## config.mk

```make
export PLATFORM = sky130hd
export DESIGN_NAME = fetch_unit_flat
export DESIGN_NICKNAME = d
export VERILOG_FILES = /design/src/rtl/fetch_unit_if.sv /design/src/rtl/fetch_unit.sv /design/src/flat_wrapper.sv
export SDC_FILE = /design/constraint.sdc
export NUM_CORES = 1
export LEC_CHECK = 0
export CAP_MARGIN = 20
export CORE_MARGIN = 8
export CORE_UTILIZATION = 30
export DETAILED_ROUTE_END_ITERATION = 16
export PLACE_DENSITY_LB_ADDON = 0.12
export SKIP_CTS_REPAIR_TIMING = 1
export SLEW_MARGIN = 20
export SYNTH_ARGS = -nofsm -noshare
export SYNTH_HDL_FRONTEND = slang
export SYNTH_SLANG_ARGS = --single-unit
```

## constraint.sdc

```tcl
create_clock -name clock -period 4.45 [get_ports clock]
set_clock_uncertainty 0.05 [all_clocks]
set_input_delay 1.335 -clock clock [delete_from_list [all_inputs] [get_ports clock]]
set_output_delay 1.335 -clock clock [all_outputs]
set_load 0.02 [all_outputs]
```

## src/rtl/fetch_unit_if.sv

```systemverilog
// Fetch unit bus bundle.
//
// Groups the instruction-cache request channel, the branch-resolution
// inputs and the instruction-queue output channel of fetch_unit.
//   master : the fetch unit (drives imemReq/imemAddr, instValid/instData/
//            instPc, queueCount)
//   slave  : the environment (instruction cache, execute stage, Controller)
//
// Handshakes:
//   imem : imemReq rises with imemAddr; both are held unchanged until the
//          cycle in which imemAck is high. imemData is valid only in that
//          cycle. At most one request is outstanding.
//   inst : valid/ready. A transfer happens on a rising clock edge where
//          instValid & instReady are both high. instData/instPc are
//          meaningful only while instValid is high; instReady while
//          instValid is low has no effect.
interface fetch_unit_if #(
  parameter int DATA_WIDTH  = 32,
  parameter int ADDR_WIDTH  = 32,
  parameter int QUEUE_DEPTH = 4
);
  localparam int COUNT_WIDTH = $clog2(QUEUE_DEPTH) + 1;

  logic                   imemReq;
  logic [ADDR_WIDTH-1:0]  imemAddr;
  logic                   imemAck;
  logic [DATA_WIDTH-1:0]  imemData;
  logic                   branchFlag;
  logic                   unconditionalBranchFlag;
  logic                   zeroFlag;
  logic [ADDR_WIDTH-1:0]  branchPc;
  logic [ADDR_WIDTH-1:0]  branchOffset;
  logic                   instValid;
  logic [DATA_WIDTH-1:0]  instData;
  logic [ADDR_WIDTH-1:0]  instPc;
  logic                   instReady;
  logic [COUNT_WIDTH-1:0] queueCount;

  modport master (
    output imemReq, imemAddr, instValid, instData, instPc, queueCount,
    input  imemAck, imemData, branchFlag, unconditionalBranchFlag, zeroFlag,
           branchPc, branchOffset, instReady
  );

  modport slave (
    input  imemReq, imemAddr, instValid, instData, instPc, queueCount,
    output imemAck, imemData, branchFlag, unconditionalBranchFlag, zeroFlag,
           branchPc, branchOffset, instReady
  );
endinterface

```

## src/rtl/fetch_unit.sv

```systemverilog
// Instruction-fetch front end.
//
// Owns the program counter, issues one-outstanding-request reads to the
// instruction cache, buffers returned words in a QUEUE_DEPTH-entry circular
// queue and presents the head to the Controller. A taken branch (or an
// unconditional branch) flushes the queue and discards any in-flight fetch.
//
// Ports:
//   clock       : rising-edge clock
//   resetN      : asynchronous active-low reset
//   bus         : fetch_unit_if master (imem request, branch inputs,
//                 instruction queue output, occupancy)
//   debug_state : current FSM state (0 IDLE, 1 WAIT, 2 DROP)
module fetch_unit #(
  parameter int                    DATA_WIDTH  = 32,
  parameter int                    ADDR_WIDTH  = 32,
  parameter int                    QUEUE_DEPTH = 4,
  parameter logic [ADDR_WIDTH-1:0] RESET_PC    = '0,
  parameter int                    PC_STEP     = 4
) (
  input  logic              clock,
  input  logic              resetN,
  fetch_unit_if.master      bus,
  output logic [1:0]        debug_state
);
  localparam int PW = $clog2(QUEUE_DEPTH);
  localparam int CW = PW + 1;

  typedef enum logic [1:0] {
    IDLE = 2'd0,
    WAIT = 2'd1,
    DROP = 2'd2
  } state_t;

  state_t                state;
  logic [ADDR_WIDTH-1:0] fetch_pc;

  logic [DATA_WIDTH-1:0] q_data [QUEUE_DEPTH];
  logic [ADDR_WIDTH-1:0] q_pc   [QUEUE_DEPTH];
  logic [PW-1:0]         rd_ptr;
  logic [PW-1:0]         wr_ptr;
  logic [CW-1:0]         count;

  logic                  redirect;
  logic [ADDR_WIDTH-1:0] target;
  logic [ADDR_WIDTH-1:0] next_seq_pc;
  logic                  pop;
  logic                  push;
  logic [CW-1:0]         count_after_pop;
  logic                  space_idle;
  logic                  space_ack;

  always_comb begin
    redirect        = bus.unconditionalBranchFlag | (bus.branchFlag & bus.zeroFlag);
    target          = bus.branchPc + (bus.branchOffset << 2);
    next_seq_pc     = fetch_pc + ADDR_WIDTH'(PC_STEP);
    pop             = (count != '0) && bus.instReady;
    push            = (state == WAIT) && bus.imemAck && !redirect;
    count_after_pop = count - CW'(pop);
    space_idle      = count_after_pop < CW'(QUEUE_DEPTH);
    // On the ack cycle the returning word takes a slot before a re-issue
    // can reserve the next one.
    space_ack       = (count_after_pop + CW'(1)) < CW'(QUEUE_DEPTH);
  end

  always_ff @(posedge clock or negedge resetN) begin
    if (!resetN) begin
      state        <= IDLE;
      bus.imemReq  <= 1'b0;
      bus.imemAddr <= RESET_PC;
      fetch_pc     <= RESET_PC;
      rd_ptr       <= '0;
      wr_ptr       <= '0;
      count        <= '0;
    end else begin
      // Queue bookkeeping; a flush overrides push and pop.
      if (redirect) begin
        rd_ptr <= '0;
        wr_ptr <= '0;
        count  <= '0;
      end else begin
        if (push) wr_ptr <= wr_ptr + PW'(1);
        if (pop)  rd_ptr <= rd_ptr + PW'(1);
        case ({push, pop})
          2'b10:   count <= count + CW'(1);
          2'b01:   count <= count - CW'(1);
          default: count <= count;
        endcase
      end

      case (state)
        IDLE: begin
          if (redirect) begin
            fetch_pc <= target;
          end else if (space_idle) begin
            bus.imemReq  <= 1'b1;
            bus.imemAddr <= fetch_pc;
            state        <= WAIT;
          end
        end
        WAIT: begin
          if (bus.imemAck) begin
            if (redirect) begin
              fetch_pc    <= target;
              bus.imemReq <= 1'b0;
              state       <= IDLE;
            end else begin
              fetch_pc <= next_seq_pc;
              if (space_ack) begin
                // Back-to-back: imemReq stays high with the new address.
                bus.imemAddr <= next_seq_pc;
              end else begin
                bus.imemReq <= 1'b0;
                state       <= IDLE;
              end
            end
          end else if (redirect) begin
            // Request must stay stable until acked; its data is discarded.
            fetch_pc <= target;
            state    <= DROP;
          end
        end
        DROP: begin
          if (redirect) fetch_pc <= target;
          if (bus.imemAck) begin
            bus.imemReq <= 1'b0;
            state       <= IDLE;
          end
        end
        default: begin
          bus.imemReq <= 1'b0;
          state       <= IDLE;
        end
      endcase
    end
  end

  // Queue storage carries no reset; the count alone decides what is valid.
  always_ff @(posedge clock) begin
    if (push) begin
      q_data[wr_ptr] <= bus.imemData;
      q_pc[wr_ptr]   <= bus.imemAddr;
    end
  end

  assign bus.instValid  = (count != '0);
  assign bus.instData   = (count != '0) ? q_data[rd_ptr] : '0;
  assign bus.instPc     = (count != '0) ? q_pc[rd_ptr] : '0;
  assign bus.queueCount = count;
  assign debug_state    = state;
endmodule

```

## src/flat_wrapper.sv

```systemverilog
// flat-port wrapper written by rule: the top's interface ports become plain ports
module fetch_unit_flat 
#(
  parameter int                    DATA_WIDTH  = 32,
  parameter int                    ADDR_WIDTH  = 32,
  parameter int                    QUEUE_DEPTH = 4,
  parameter logic [ADDR_WIDTH-1:0] RESET_PC    = '0,
  parameter int                    PC_STEP     = 4
)
  (clock, resetN, debug_state, bus_imemReq, bus_imemAddr, bus_instValid, bus_instData, bus_instPc, bus_queueCount, bus_imemAck, bus_imemData, bus_branchFlag, bus_unconditionalBranchFlag, bus_zeroFlag, bus_branchPc, bus_branchOffset, bus_instReady);
  fetch_unit_if #(.DATA_WIDTH(DATA_WIDTH), .ADDR_WIDTH(ADDR_WIDTH), .QUEUE_DEPTH(QUEUE_DEPTH)) bus_i ();
  input  logic clock;
  input  logic resetN;
  output logic [1:0] debug_state;
  output wire logic [$bits(bus_i.imemReq)-1:0] bus_imemReq;
  output wire logic [$bits(bus_i.imemAddr)-1:0] bus_imemAddr;
  output wire logic [$bits(bus_i.instValid)-1:0] bus_instValid;
  output wire logic [$bits(bus_i.instData)-1:0] bus_instData;
  output wire logic [$bits(bus_i.instPc)-1:0] bus_instPc;
  output wire logic [$bits(bus_i.queueCount)-1:0] bus_queueCount;
  input wire logic [$bits(bus_i.imemAck)-1:0] bus_imemAck;
  input wire logic [$bits(bus_i.imemData)-1:0] bus_imemData;
  input wire logic [$bits(bus_i.branchFlag)-1:0] bus_branchFlag;
  input wire logic [$bits(bus_i.unconditionalBranchFlag)-1:0] bus_unconditionalBranchFlag;
  input wire logic [$bits(bus_i.zeroFlag)-1:0] bus_zeroFlag;
  input wire logic [$bits(bus_i.branchPc)-1:0] bus_branchPc;
  input wire logic [$bits(bus_i.branchOffset)-1:0] bus_branchOffset;
  input wire logic [$bits(bus_i.instReady)-1:0] bus_instReady;
  assign bus_imemReq = bus_i.imemReq;
  assign bus_imemAddr = bus_i.imemAddr;
  assign bus_instValid = bus_i.instValid;
  assign bus_instData = bus_i.instData;
  assign bus_instPc = bus_i.instPc;
  assign bus_queueCount = bus_i.queueCount;
  assign bus_i.imemAck = bus_imemAck;
  assign bus_i.imemData = bus_imemData;
  assign bus_i.branchFlag = bus_branchFlag;
  assign bus_i.unconditionalBranchFlag = bus_unconditionalBranchFlag;
  assign bus_i.zeroFlag = bus_zeroFlag;
  assign bus_i.branchPc = bus_branchPc;
  assign bus_i.branchOffset = bus_branchOffset;
  assign bus_i.instReady = bus_instReady;
  fetch_unit #(.DATA_WIDTH(DATA_WIDTH), .ADDR_WIDTH(ADDR_WIDTH), .QUEUE_DEPTH(QUEUE_DEPTH), .RESET_PC(RESET_PC), .PC_STEP(PC_STEP)) u_core (.clock(clock), .resetN(resetN), .bus(bus_i), .debug_state(debug_state));
endmodule
```

# Word level (Yosys, flattened, before mapping)
# Memories as Yosys holds them, arrays and structs flattened.
# Index checks and enable logic that the tools add are counted.
# totals
register_bits,74
mem_bits_rw,256
inputBits,103
wordCells,83
mem_count,2
# classes
add_sub_neg,8
n_lt_le_gt_ge,2
n_eq_ne,12
n_mux,35
n_bitwise,2
n_reduce_logical,15
# mem_list
name,words,word_bits,rd,rd_ports_with_merged_regs,wr,line,rtl
u_core.q_data,4,32,1,0,1,fetch_unit.sv:38,logic [DATA_WIDTH-1:0] q_data [QUEUE_DEPTH];
u_core.q_pc,4,32,1,0,1,fetch_unit.sv:39,logic [ADDR_WIDTH-1:0] q_pc [QUEUE_DEPTH];
# ops
op,count
$mux W32,10
$pmux W32 S2,2
$add A32 B3 Y32 const B,1
$add A32 B32 Y32,1
$mux W2,11
$reduce_and A5 Y1,2
$mux W1,8
$ne A2 B2 Y1 const B,4
$reduce_bool A2 Y1,4
$add A3 B1 Y3 const B,2
$lt A3 B3 Y1 const B,2
$ne A3 B2 Y1 const B,2
$pmux W2 S3,1
$pmux W3 S2,1
$reduce_and A6 Y1,1
$reduce_bool A3 Y1,2
$add A2 B1 Y2 const B,2
$eq A2 B1 Y1 const B,2
$eq A2 B2 Y1 const B,2
$ne A2 B1 Y1 const B,2
$logic_and A1 B1 Y1,3
$mux W3,1
$pmux W1 S3,1
$sub A3 B1 Y3,1
6 further kinds,6

# Logic depth before layout (Yosys ltp)
# Gate-level depths: netlist (run 1).
# logic_depth
word_depth,9
mapped_depth,12
mapped_depth_nobuf,11

# Worst setup path before layout (run 1)
# OpenSTA, ideal clock, no wires.
# synth_path
kind,input to register
start,input bus_imemAck
end,"memory u_core.q_data[2][0], enable pin"
setup_ns,0.429
arrival_time_ns,3.644
slack_ns,0.328
path_stages,4
path_buffers,1
cell_sequence,clkbuf_1 nand2_1 nor2_1 and2_1
# synth_via
elab_chain_len,4
# synth_rtl
item,line,rtl
"start, declared",flat_wrapper.sv:21,input wire logic [$bits(bus_i.imemAck)-1:0] bus_imemAck;
$logic_and A1 B1 Y1 (2 in a row),fetch_unit.sv:58,push = (state == WAIT) && bus.imemAck && !redirect;
$mux W1,fetch_unit.sv:140,if (push) begin
$mux W1 (implied by the code),fetch_unit.sv:141,q_data[wr_ptr] <= bus.imemData;
"end, declared",fetch_unit.sv:38,
# Every way passes these cells.

# Worst setup path after layout (run 1)
# layout_path
start,register u_core.rd_ptr[0]
end,output bus_instPc[27]
# layout_via
elab_chain_len,2
# layout_rtl
item,line,rtl
"start, declared",fetch_unit.sv:40,logic [PW-1:0] rd_ptr;
"start signal, assigned",fetch_unit.sv:83,if (pop) rd_ptr <= rd_ptr + PW'(1);
$mem_v2 Z4 W32,-,
$mux W32,fetch_unit.sv:148,assign bus.instPc = (count != '0) ? q_pc[rd_ptr] : '0;
"end, declared",flat_wrapper.sv:19,output wire logic [$bits(bus_i.instPc)-1:0] bus_instPc;
# Every way passes these cells.

==> results of run 1 <==
## per-stage QoR
stage | std cells | setup TNS (ns) | setup WS, ns | util, %
6_report | 2059 | 0 | 0.2372 | 38.79
4_1_cts | 2059 | 0 | 0.04624 | 38.78
3_5_place_dp | 1994 | -0.008993 | -0.005536 | 36.28
5_1_grt | 2059 | 0 | 0.07757 | 38.79
3_3_place_gp | 1994 | -0.03123 | -0.03123 | 36.28
2_1_floorplan | 1131 | 0 | 0.3277 | -
## kinds of logic (layout without fill, tap and decap cells)
family	Yosys count	count (layout)	share of synthesized area, %
adders and majority gates	39	39	3.248
muxes	74	74	9.979
and+or+nand+nor	338	338	10.78
buffers and inverters	77	325	2.085
xor gates and xnor gates	58	58	3.281
DFF	330	330	61.60
AOI/OAI and AO/OA	215	215	9.026
## final timing paths
check | slack, ns | from | to | cells past startpoint
min in group asynchronous | 0.86 | resetN | u_core.fetch_pc[12] | 1
hold reg to reg | 0.48 | u_core.fetch_pc[0] | u_core.fetch_pc[0] | 2
setup / recovery | 0.24 | u_core.rd_ptr[0] | bus_instPc[27] | 4
hold / removal | 0.48 | u_core.fetch_pc[0] | u_core.fetch_pc[0] | 2
max in group asynchronous | 2.76 | resetN | u_core.bus.imemAddr[26] | 2
setup reg to reg | 1.26 | u_core.bus.queueCount[2] | u_core.bus.imemAddr[23] | 9
## registers in the layout, summed over array words and instances (netlist names)
signal	cells
u_core.q_data	128
u_core.q_pc	128
u_core.bus.imemAddr	32
u_core.fetch_pc	32
u_core.bus.queueCount	3
u_core.debug_state	2
u_core.rd_ptr	2
u_core.wr_ptr	2
u_core.bus.imemReq	1
## layer usage
| layer | vias up | global-route usage, % |
|---|---|---|
| met1 | 4874 | 18.54 |
| met2 | 222 | 22.30 |
| met3 | 44 | 2.987 |
| met5 | - | 0 |
| li1 | 4734 | - |
| met4 | 0 | 3.121 |
## final cells by class
type                            instances  area share [%]
Tap cell                              680           4.284
Inverter                               14          0.2646
Multi-Input combinational cell        724           28.46
Sequential cell                       330           48.07
Clock buffer                           44           5.002
Timing Repair Buffer                  246           12.47
Clock inverter                         21           1.443
## worst max-delay path, cell delays in order, from the launching register on
cell and delay (ns):
sky130_fd_sc_hd__dfrtp_4 0.74, sky130_fd_sc_hd__buf_12 0.26, sky130_fd_sc_hd__mux4_2 0.50, sky130_fd_sc_hd__and2_1 0.18, sky130_fd_sc_hd__clkdlybuf4s50_1 0.59
## layout by cell type, fill, tap and decap left out, types with 10 or more instances in the layout
cell,netlist,layout
sky130_fd_sc_hd__edfxtp_1,256,256
sky130_fd_sc_hd__clkdlybuf4s50_1,0,202
sky130_fd_sc_hd__nand2_1,108,108
sky130_fd_sc_hd__dfrtp_1,74,72
sky130_fd_sc_hd__and2_1,74,70
sky130_fd_sc_hd__mux4_2,64,64
sky130_fd_sc_hd__nor2_1,63,63
sky130_fd_sc_hd__o21ai_0,56,56
sky130_fd_sc_hd__a21oi_1,48,47
sky130_fd_sc_hd__clkbuf_16,0,38
sky130_fd_sc_hd__ha_1,37,37
sky130_fd_sc_hd__buf_4,1,34
sky130_fd_sc_hd__xor2_1,31,31
sky130_fd_sc_hd__nand3_1,28,28
sky130_fd_sc_hd__xnor2_1,27,27
sky130_fd_sc_hd__a21o_1,19,19
sky130_fd_sc_hd__o21ai_1,17,16
sky130_fd_sc_hd__inv_1,13,13
sky130_fd_sc_hd__nand4_1,12,12
sky130_fd_sc_hd__nor3_1,12,12
sky130_fd_sc_hd__buf_12,0,10
## where the power goes
group / leakage [nW] / switching [mW] / internal (mW) / total (mW)
Sequential: 3.22 / 0.317 / 3.61 / 3.93
Combinational: 3.06 / 0.683 / 0.597 / 1.28
Clock: 0.621 / 1.25 / 1.96 / 3.20
==> impl_metrics.ini, run 1 <==
[sta]
worst-slew-pin-transition_ns = 0.8309
report.final.setup_viol = 0
min_period_over_period_pct = 94.67
grt_setup_unrepaired = false
fin_crit_ns = 4.213
final-max-slew-violation-count = 0
slew-limit-headroom_pct = 44.60
finalHoldWorstSlack_ns = 0.4807
max_freq_mhz = 237.4
report.final.hold_viol_count = 0

[setup_path]
cp.required_ns = 3.06
timing.critical_path.arrival_ns = 2.83
setup.worst_path.start_class = flip-flop
crit_type = reg -> out
critPathCaptureType = primary output
worstPathMaxFanout = 20

[outcome]
outcome = completed

[power_and_ir_drop]
vdd_drop_max_mv = 0.1879
cellPowerDensity_nw_per_um2 = 423.6
fin_total_pwr_mw = 8.413
leakage_nw = 6.899

[global_route]
vias_in_the_first_global_route = 10376
initial_antenna_violation_count = 0
largest_net_degree_at_the_start_of_global_routing = 59
track_usage_pct = 13.71
grt_first_pass_wirelength_um = 63790
globalRouteOverflowTotal = 0

[synth]
synth_seq_area_share_pct = 61.60
postSynth.topFlopCell = sky130_fd_sc_hd__edfxtp_1
synthDistinctLibCells = 72
synth.net_count = 1273
synth_edf_count = 256
synth_top_cell_area_share_pct = 49.64
synthCells = 1131
synthDominantAreaCellType = sky130_fd_sc_hd__edfxtp_1
post_synth_most_frequent_cells = sky130_fd_sc_hd__edfxtp_1 (256), sky130_fd_sc_hd__nand2_1 (108), sky130_fd_sc_hd__and2_1 (74), sky130_fd_sc_hd__dfrtp_1 (74), sky130_fd_sc_hd__mux4_2 (64)
ys_top_cells_by_area = sky130_fd_sc_hd__edfxtp_1 (50%), sky130_fd_sc_hd__dfrtp_1 (12%), sky130_fd_sc_hd__mux4_2 (9.3%), sky130_fd_sc_hd__and2_1 (3.0%), sky130_fd_sc_hd__ha_1 (3.0%)
combined_area_of_all_synthesized_cells_sq_um = 15480
synth.ff_latch_count = 330
yosysWarningCount = 0
avgSynthCellArea_sq_um = 13.69
synth_most_common_cell = sky130_fd_sc_hd__edfxtp_1
asyncSetResetFlopFracSynth_pct = 22.42

[drt]
post_drt_wl_per_cell_um = 20.09
wirelength_um = 41370
postRouteAntennaNets = 0
drt_first_pass_iters = 4
highest-signal-layer = met4
first_iter_violations = 465
route.detailed.vias_per_inst = 4.796
route.met2.wl_um = 19290
met1_length_um = 19380
remaining_drc_errors = 0
vias = 9874
wl_met3_um = 2044

[finish]
multiInputGateArea_sq_um = 5653
final_layout_size_suffix_gt1_share_pct = 13.92
stdcell_area_sq_um = 19860
fill_cells = 4910
area_growth_pct = 28.26
antennaDiodeCount = 0
layout.nets = 1496
area.sequential_sq_um = 9547

[clocking]
clock_tree_from_tritoncts = yes
cts_buffer_count = 38
cts_root_buffer = sky130_fd_sc_hd__clkbuf_16
max-clock-path-buffers = 3
cts_sinks = 330
clk-insertion-delay-late_ns = 0.54
cts_h_tree_lvls = 2
clk_transition_reported_paths_ns = 0.06

[floorplan]
placement_rows = 83
chip_width_um = 243.2
die_area_sq_um = 59140
io_pins = 206
fp.dieH_um = 243.2
core-area_sq_um = 51200
start_util_pct = 30.25

[placed_design]
placed_cell_area_sq_um = 18580
dpl.hpwl_um = 29070
gp_routability_congestion = 0.8090
port-buffer-count = 203

[min_path]
min-delay-path-class = reg -> reg

[flow_run]
cap_violations = 0
Note: power is estimated with default switching activity, not from simulation.
==> run 2, diff against run 1 <==
- PLACE_DENSITY_LB_ADDON: 0.12 -> unset
==> run 2 against run 1 <==
Compared with the run above: sequential share of layout area grew 0.29 points; utilization is 0.23 points lower; critical endpoint is now bus_instPc[12]; power decreased by 2.5%; via count increased by 2.1%; routed wire length decreased by 1.6%; hold slack got worse by 0.059 ns; clock power decreased by 6.9%; sequential power barely moved; register-to-register slack worse by 0.35 ns; setup slack better by 0.014 ns; critical path type unchanged; cell area fell by 0.60%.
==> impl_metrics.ini, run 2 (synthesis gave the netlist of run 1 again) <==
[sta]
min_period_over_period_pct = 94.36
final-max-slew-violation-count = 0
fin_crit_ns = 4.199
report.final.hold_viol_count = 0
worst-slew-pin-transition_ns = 0.9147
slew-limit-headroom_pct = 38.80
max_freq_mhz = 238.2
grt_setup_unrepaired = false
finalHoldWorstSlack_ns = 0.4216
report.final.setup_viol = 0

[clocking]
clock_tree_from_tritoncts = yes
max-clock-path-buffers = 3
cts_h_tree_lvls = 2
cts_root_buffer = sky130_fd_sc_hd__clkbuf_16
clk_transition_reported_paths_ns = 0.06
cts_buffer_count = 38
cts_sinks = 330
clk-insertion-delay-late_ns = 0.52

[setup_path]
worst_r2r_startpoint = u_core.bus.queueCount[2]
path_delay_family = buffers and inverters
ff2ff_path_depth = 9
timing.critical_path.arrival_ns = 2.81
worstPathMaxFanout = 25
setup.worst_path.start_class = flip-flop
critical_path.cell_chain = buf_12 -> mux4_2 -> and2_1 -> clkdlybuf4s50_1
crit_type = reg -> out
cp.required_ns = 3.06
crit_path_start = u_core.rd_ptr[0]
path_buf_inv = 2
critical-path-slowest-cell = sky130_fd_sc_hd__dfrtp_4
max_stage_delay_ns = 0.70
critPathCaptureType = primary output
timing.critical_path.depth = 4

[power_and_ir_drop]
vdd_drop_max_mv = 0.2023
cellPowerDensity_nw_per_um2 = 415.5
leakage_nw = 6.846

[finish]
antennaDiodeCount = 0
final_layout_size_suffix_gt1_share_pct = 13.26
layout.nets = 1493
most-common-layout-cells = sky130_fd_sc_hd__edfxtp_1 (256), sky130_fd_sc_hd__clkdlybuf4s50_1 (202), sky130_fd_sc_hd__nand2_1 (108), sky130_fd_sc_hd__dfrtp_1 (72), sky130_fd_sc_hd__and2_1 (70)
stdcell_area_sq_um = 19740
area_growth_pct = 27.48
layout_top_registers = u_core.q_data: 128 flops, u_core.q_pc: 128 flops
mostFrequentLayoutCell = sky130_fd_sc_hd__edfxtp_1
fin_util_pct = 38.56
fill_cells = 4850

[global_route]
largest_net_degree_at_the_start_of_global_routing = 58
initial_antenna_violation_count = 0
globalRouteOverflowTotal = 0
track_usage_pct = 13.45
grt_first_pass_wirelength_um = 63230
vias_in_the_first_global_route = 10361

[drt]
post_drt_wl_per_cell_um = 19.76
first_iter_violations = 686
drt_first_pass_iters = 7
postRouteAntennaNets = 0
remaining_drc_errors = 0
vias = 10080
wirelength_um = 40700
route.detailed.vias_per_inst = 4.893

[placed_design]
gp_routability_congestion = 0.8517
placed_cell_area_sq_um = 18550
dpl.hpwl_um = 28320
port-buffer-count = 203

[floorplan]
placement_rows = 83
fp.dieH_um = 243.2
core-area_sq_um = 51200
die_area_sq_um = 59140
start_util_pct = 30.25
io_pins = 206
chip_width_um = 243.2

[outcome]
outcome = completed

[flow_run]
cap_violations = 0

[min_path]
min_from = u_core.fetch_pc[1]
timing.hold.worst_path_depth = 2
min-delay-path-class = reg -> reg
run 2: cell types whose count changed in the layout (fill, tap and decap cells not counted), sizes merged:
cell	delta
buf	-3
inv	-3
clkinv	+8
bufinv	-3
clkbuf	+2
run 2: power by group:
part,internal [mW],switching [mW]
logic,0.594,0.696
clock network,1.78,1.21
registers,3.61,0.317
run 2: tightest hold or removal path: cells and delay by family, from the launching register on:
family	cells	cell delay [ns]
simple gates	2	0.11
flops	1	0.34
run 2: layout make-up:
cell class | instances | area (sq um) | share of cell area (%)
Sequential cell | 330 | 9547 | 48.36
Multi-Input combinational cell | 724 | 5649 | 28.62
Timing Repair Buffer | 243 | 2455 | 12.44
Clock buffer | 46 | 1002 | 5.077
Tap cell | 680 | 850.8 | 4.310
Clock inverter | 23 | 183.9 | 0.9317
Inverter | 14 | 52.55 | 0.2662
run 2: stage by stage:
stage          setup WS, ns   TNS, ns  cells  power, mW
3_5_place_dp       -0.06061  -0.09606   1991      5.300
6_report             0.2510         0   2060      8.202
3_3_place_gp        0.01028         0   1991      5.270
4_1_cts              0.1403         0   2060      8.300
5_1_grt             0.07732         0   2060      8.552
2_1_floorplan        0.3277         0   1131      4.601
run 2: final timing paths:
| kind | to | slack [ns] |
|---|---|---|
| min in group asynchronous | u_core.bus.imemAddr[24] | 0.85 |
| max reg2reg | u_core.bus.imemAddr[1] | 0.91 |
| min reg2reg | u_core.fetch_pc[1] | 0.42 |
| min | u_core.fetch_pc[1] | 0.42 |
| max in group asynchronous | u_core.bus.imemAddr[10] | 2.68 |
| max | bus_instPc[12] | 0.25 |
run 2: metal layers:
metal,part of all wire (%),wire (um),GRT usage [%]
met5,0,0,0
met4,1.4,559,2.715
met3,6.6,2692,3.207
met2,46,18740,21.43
met1,46,18710,18.54
==> run 3, diff against run 2 <==
==> constraint.sdc (replaced) <==
create_clock -name clock -period 3.8 [get_ports clock]
set_clock_uncertainty 0.05 [all_clocks]
set_input_delay 0.76 -clock clock [delete_from_list [all_inputs] [get_ports clock]]
set_output_delay 0.76 -clock clock [all_outputs]
set_load 0.02 [all_outputs]
==> run 3 against run 2 <==
Compared with the run above: sequential power increased by 17%; critical path depth unchanged; sequential share of layout area decreased by 0.092 points; via count decreased by 0.42%; die area unchanged; critical endpoint is now bus_instPc[30]; routed wire length decreased by 0.75%; largest cell class unchanged; utilization increased by 0.073 points.
==> impl_metrics.ini, run 3 (synthesis gave the netlist of run 1 again) <==
[finish]
area_growth_pct = 27.72
final_layout_size_suffix_gt1_share_pct = 13.95
fin_util_pct = 38.63
mostFrequentLayoutCell = sky130_fd_sc_hd__edfxtp_1
antennaDiodeCount = 0
layout.nets = 1497
most-common-layout-cells = sky130_fd_sc_hd__edfxtp_1 (256), sky130_fd_sc_hd__clkdlybuf4s50_1 (202), sky130_fd_sc_hd__nand2_1 (108), sky130_fd_sc_hd__dfrtp_1 (72), sky130_fd_sc_hd__and2_1 (70)
stdcell_area_sq_um = 19780
layout_top_registers = u_core.q_data: 128 flops, u_core.q_pc: 128 flops

[min_path]
min-delay-path-class = in -> async

[power_and_ir_drop]
leakage_nw = 6.871
swShare_pct = 27.77
comb_power_share_pct = 15.9
pwr-share-seq_pct = 48.4
vdd_drop_max_mv = 0.2899
p_clk_share_pct = 35.8
cellPowerDensity_nw_per_um2 = 480.7
net-switching-power_mw = 2.641
cellInternalPower_mw = 6.867

[floorplan]
start_util_pct = 30.25
die_area_sq_um = 59140
chip_width_um = 243.2
core-area_sq_um = 51200
placement_rows = 83
io_pins = 206
fp.dieH_um = 243.2

[drt]
post_drt_wl_per_cell_um = 19.57
vias = 10038
postRouteAntennaNets = 0
drt_first_pass_iters = 5
first_iter_violations = 549
remaining_drc_errors = 0
route.detailed.vias_per_inst = 4.863
wirelength_um = 40400

[clocking]
cts_h_tree_lvls = 2
max-clock-path-buffers = 3
cts_buffer_count = 37
cts_root_buffer = sky130_fd_sc_hd__clkbuf_16
clk-insertion-delay-late_ns = 0.53
clock_tree_from_tritoncts = yes
cts_sinks = 330
clk_transition_reported_paths_ns = 0.06

[setup_path]
crit_type = reg -> out
worstPathMaxFanout = 65
critPathCaptureType = primary output
setup.worst_path.start_class = flip-flop
timing.critical_path.arrival_ns = 2.66
cp.required_ns = 2.99

[sta]
slew-limit-headroom_pct = 43.10
max_freq_mhz = 288.1
worst-slew-pin-transition_ns = 0.8503
report.final.setup_viol = 0
fin_crit_ns = 3.471
report.final.hold_viol_count = 0
final-max-slew-violation-count = 0
min_period_over_period_pct = 91.35
grt_setup_unrepaired = false

[global_route]
track_usage_pct = 13.34
vias_in_the_first_global_route = 10388
globalRouteOverflowTotal = 0
grt_first_pass_wirelength_um = 62780
largest_net_degree_at_the_start_of_global_routing = 75
initial_antenna_violation_count = 0

[flow_run]
cap_violations = 0

[placed_design]
dpl.hpwl_um = 28100
gp_routability_congestion = 0.8317
placed_cell_area_sq_um = 18560
port-buffer-count = 203

[outcome]
outcome = completed
[run 3: cell count changes in the layout (fill, tap and decap cells not counted), sizes merged]
| cell | previous run | this run |
|---|---|---|
| buf | 41 | 46 |
| clkinv | 18 | 24 |
| clkbuf | 46 | 39 |
| inv | 15 | 16 |
| bufinv | 3 | 2 |
[run 3: power groups by stage]
stage	Combinational, mW	Clock (mW)	Sequential (mW)
floorplan	0.756	0	4.63
global placement	1.51	0	4.66
detailed placement	1.52	0	4.68
CTS	1.53	3.51	4.61
global route	1.65	3.64	4.65
finish	1.51	3.40	4.60
[run 3: final timing paths]
kind	cells past startpoint	end	from	slack (ns)
min in group clock	2	u_core.fetch_pc[0]	u_core.fetch_pc[0]	0.42
hold reg to reg	2	u_core.fetch_pc[0]	u_core.fetch_pc[0]	0.42
setup reg to reg	9	u_core.bus.imemAddr[8]	u_core.bus.queueCount[2]	0.76
max in group asynchronous	1	u_core.rd_ptr[0]	resetN	2.93
setup / recovery	4	bus_instPc[30]	u_core.bus.queueCount[2]	0.33
hold / removal	1	u_core.bus.imemAddr[26]	resetN	0.22
[run 3: per-layer routing]
metal	GRT usage, %	vias up	wire length [um]
met5	0	-	0
met4	2.997	0	650
met3	2.899	49	2553
met2	21.27	295	18420
met1	18.45	4970	18780
li1	-	4724	-
[run 3: worst max-delay path: stages, from the launching register on]
cell and delay [ns]:
sky130_fd_sc_hd__dfrtp_1 0.43, sky130_fd_sc_hd__or3_2 0.50, sky130_fd_sc_hd__buf_4 0.34, sky130_fd_sc_hd__and2_1 0.28, sky130_fd_sc_hd__clkdlybuf4s50_1 0.55
[run 3: through the flow]
stage / total power [mW] / instances / setup TNS [ns] / hold slack, ns / setup WS, ns
after global routing: 9.932 / 2064 / 0 / 0.2617 / 0.1949
after CTS: 9.638 / 2060 / 0 / 0.3850 / 0.05272
after global placement: 6.167 / 1992 / -0.1224 / 0.4072 / -0.05613
after floorplan: 5.388 / 1131 / 0 / 0.3917 / 0.2527
after detailed placement: 6.201 / 1992 / -0.2503 / 0.4152 / -0.09415
final: 9.507 / 2064 / 0 / 0.2203 / 0.3288
[run 3: area by class of cell]
cell class              instances  area [sq um]
fillers                      4862         31420
flip-flops and latches        330          9547
multi-input cells             724          5649
repair buffers                248          2521
clock buffers                  39         933.4
well taps                     680         850.8
clock inverters                29         224.0
inverters                      14         52.55
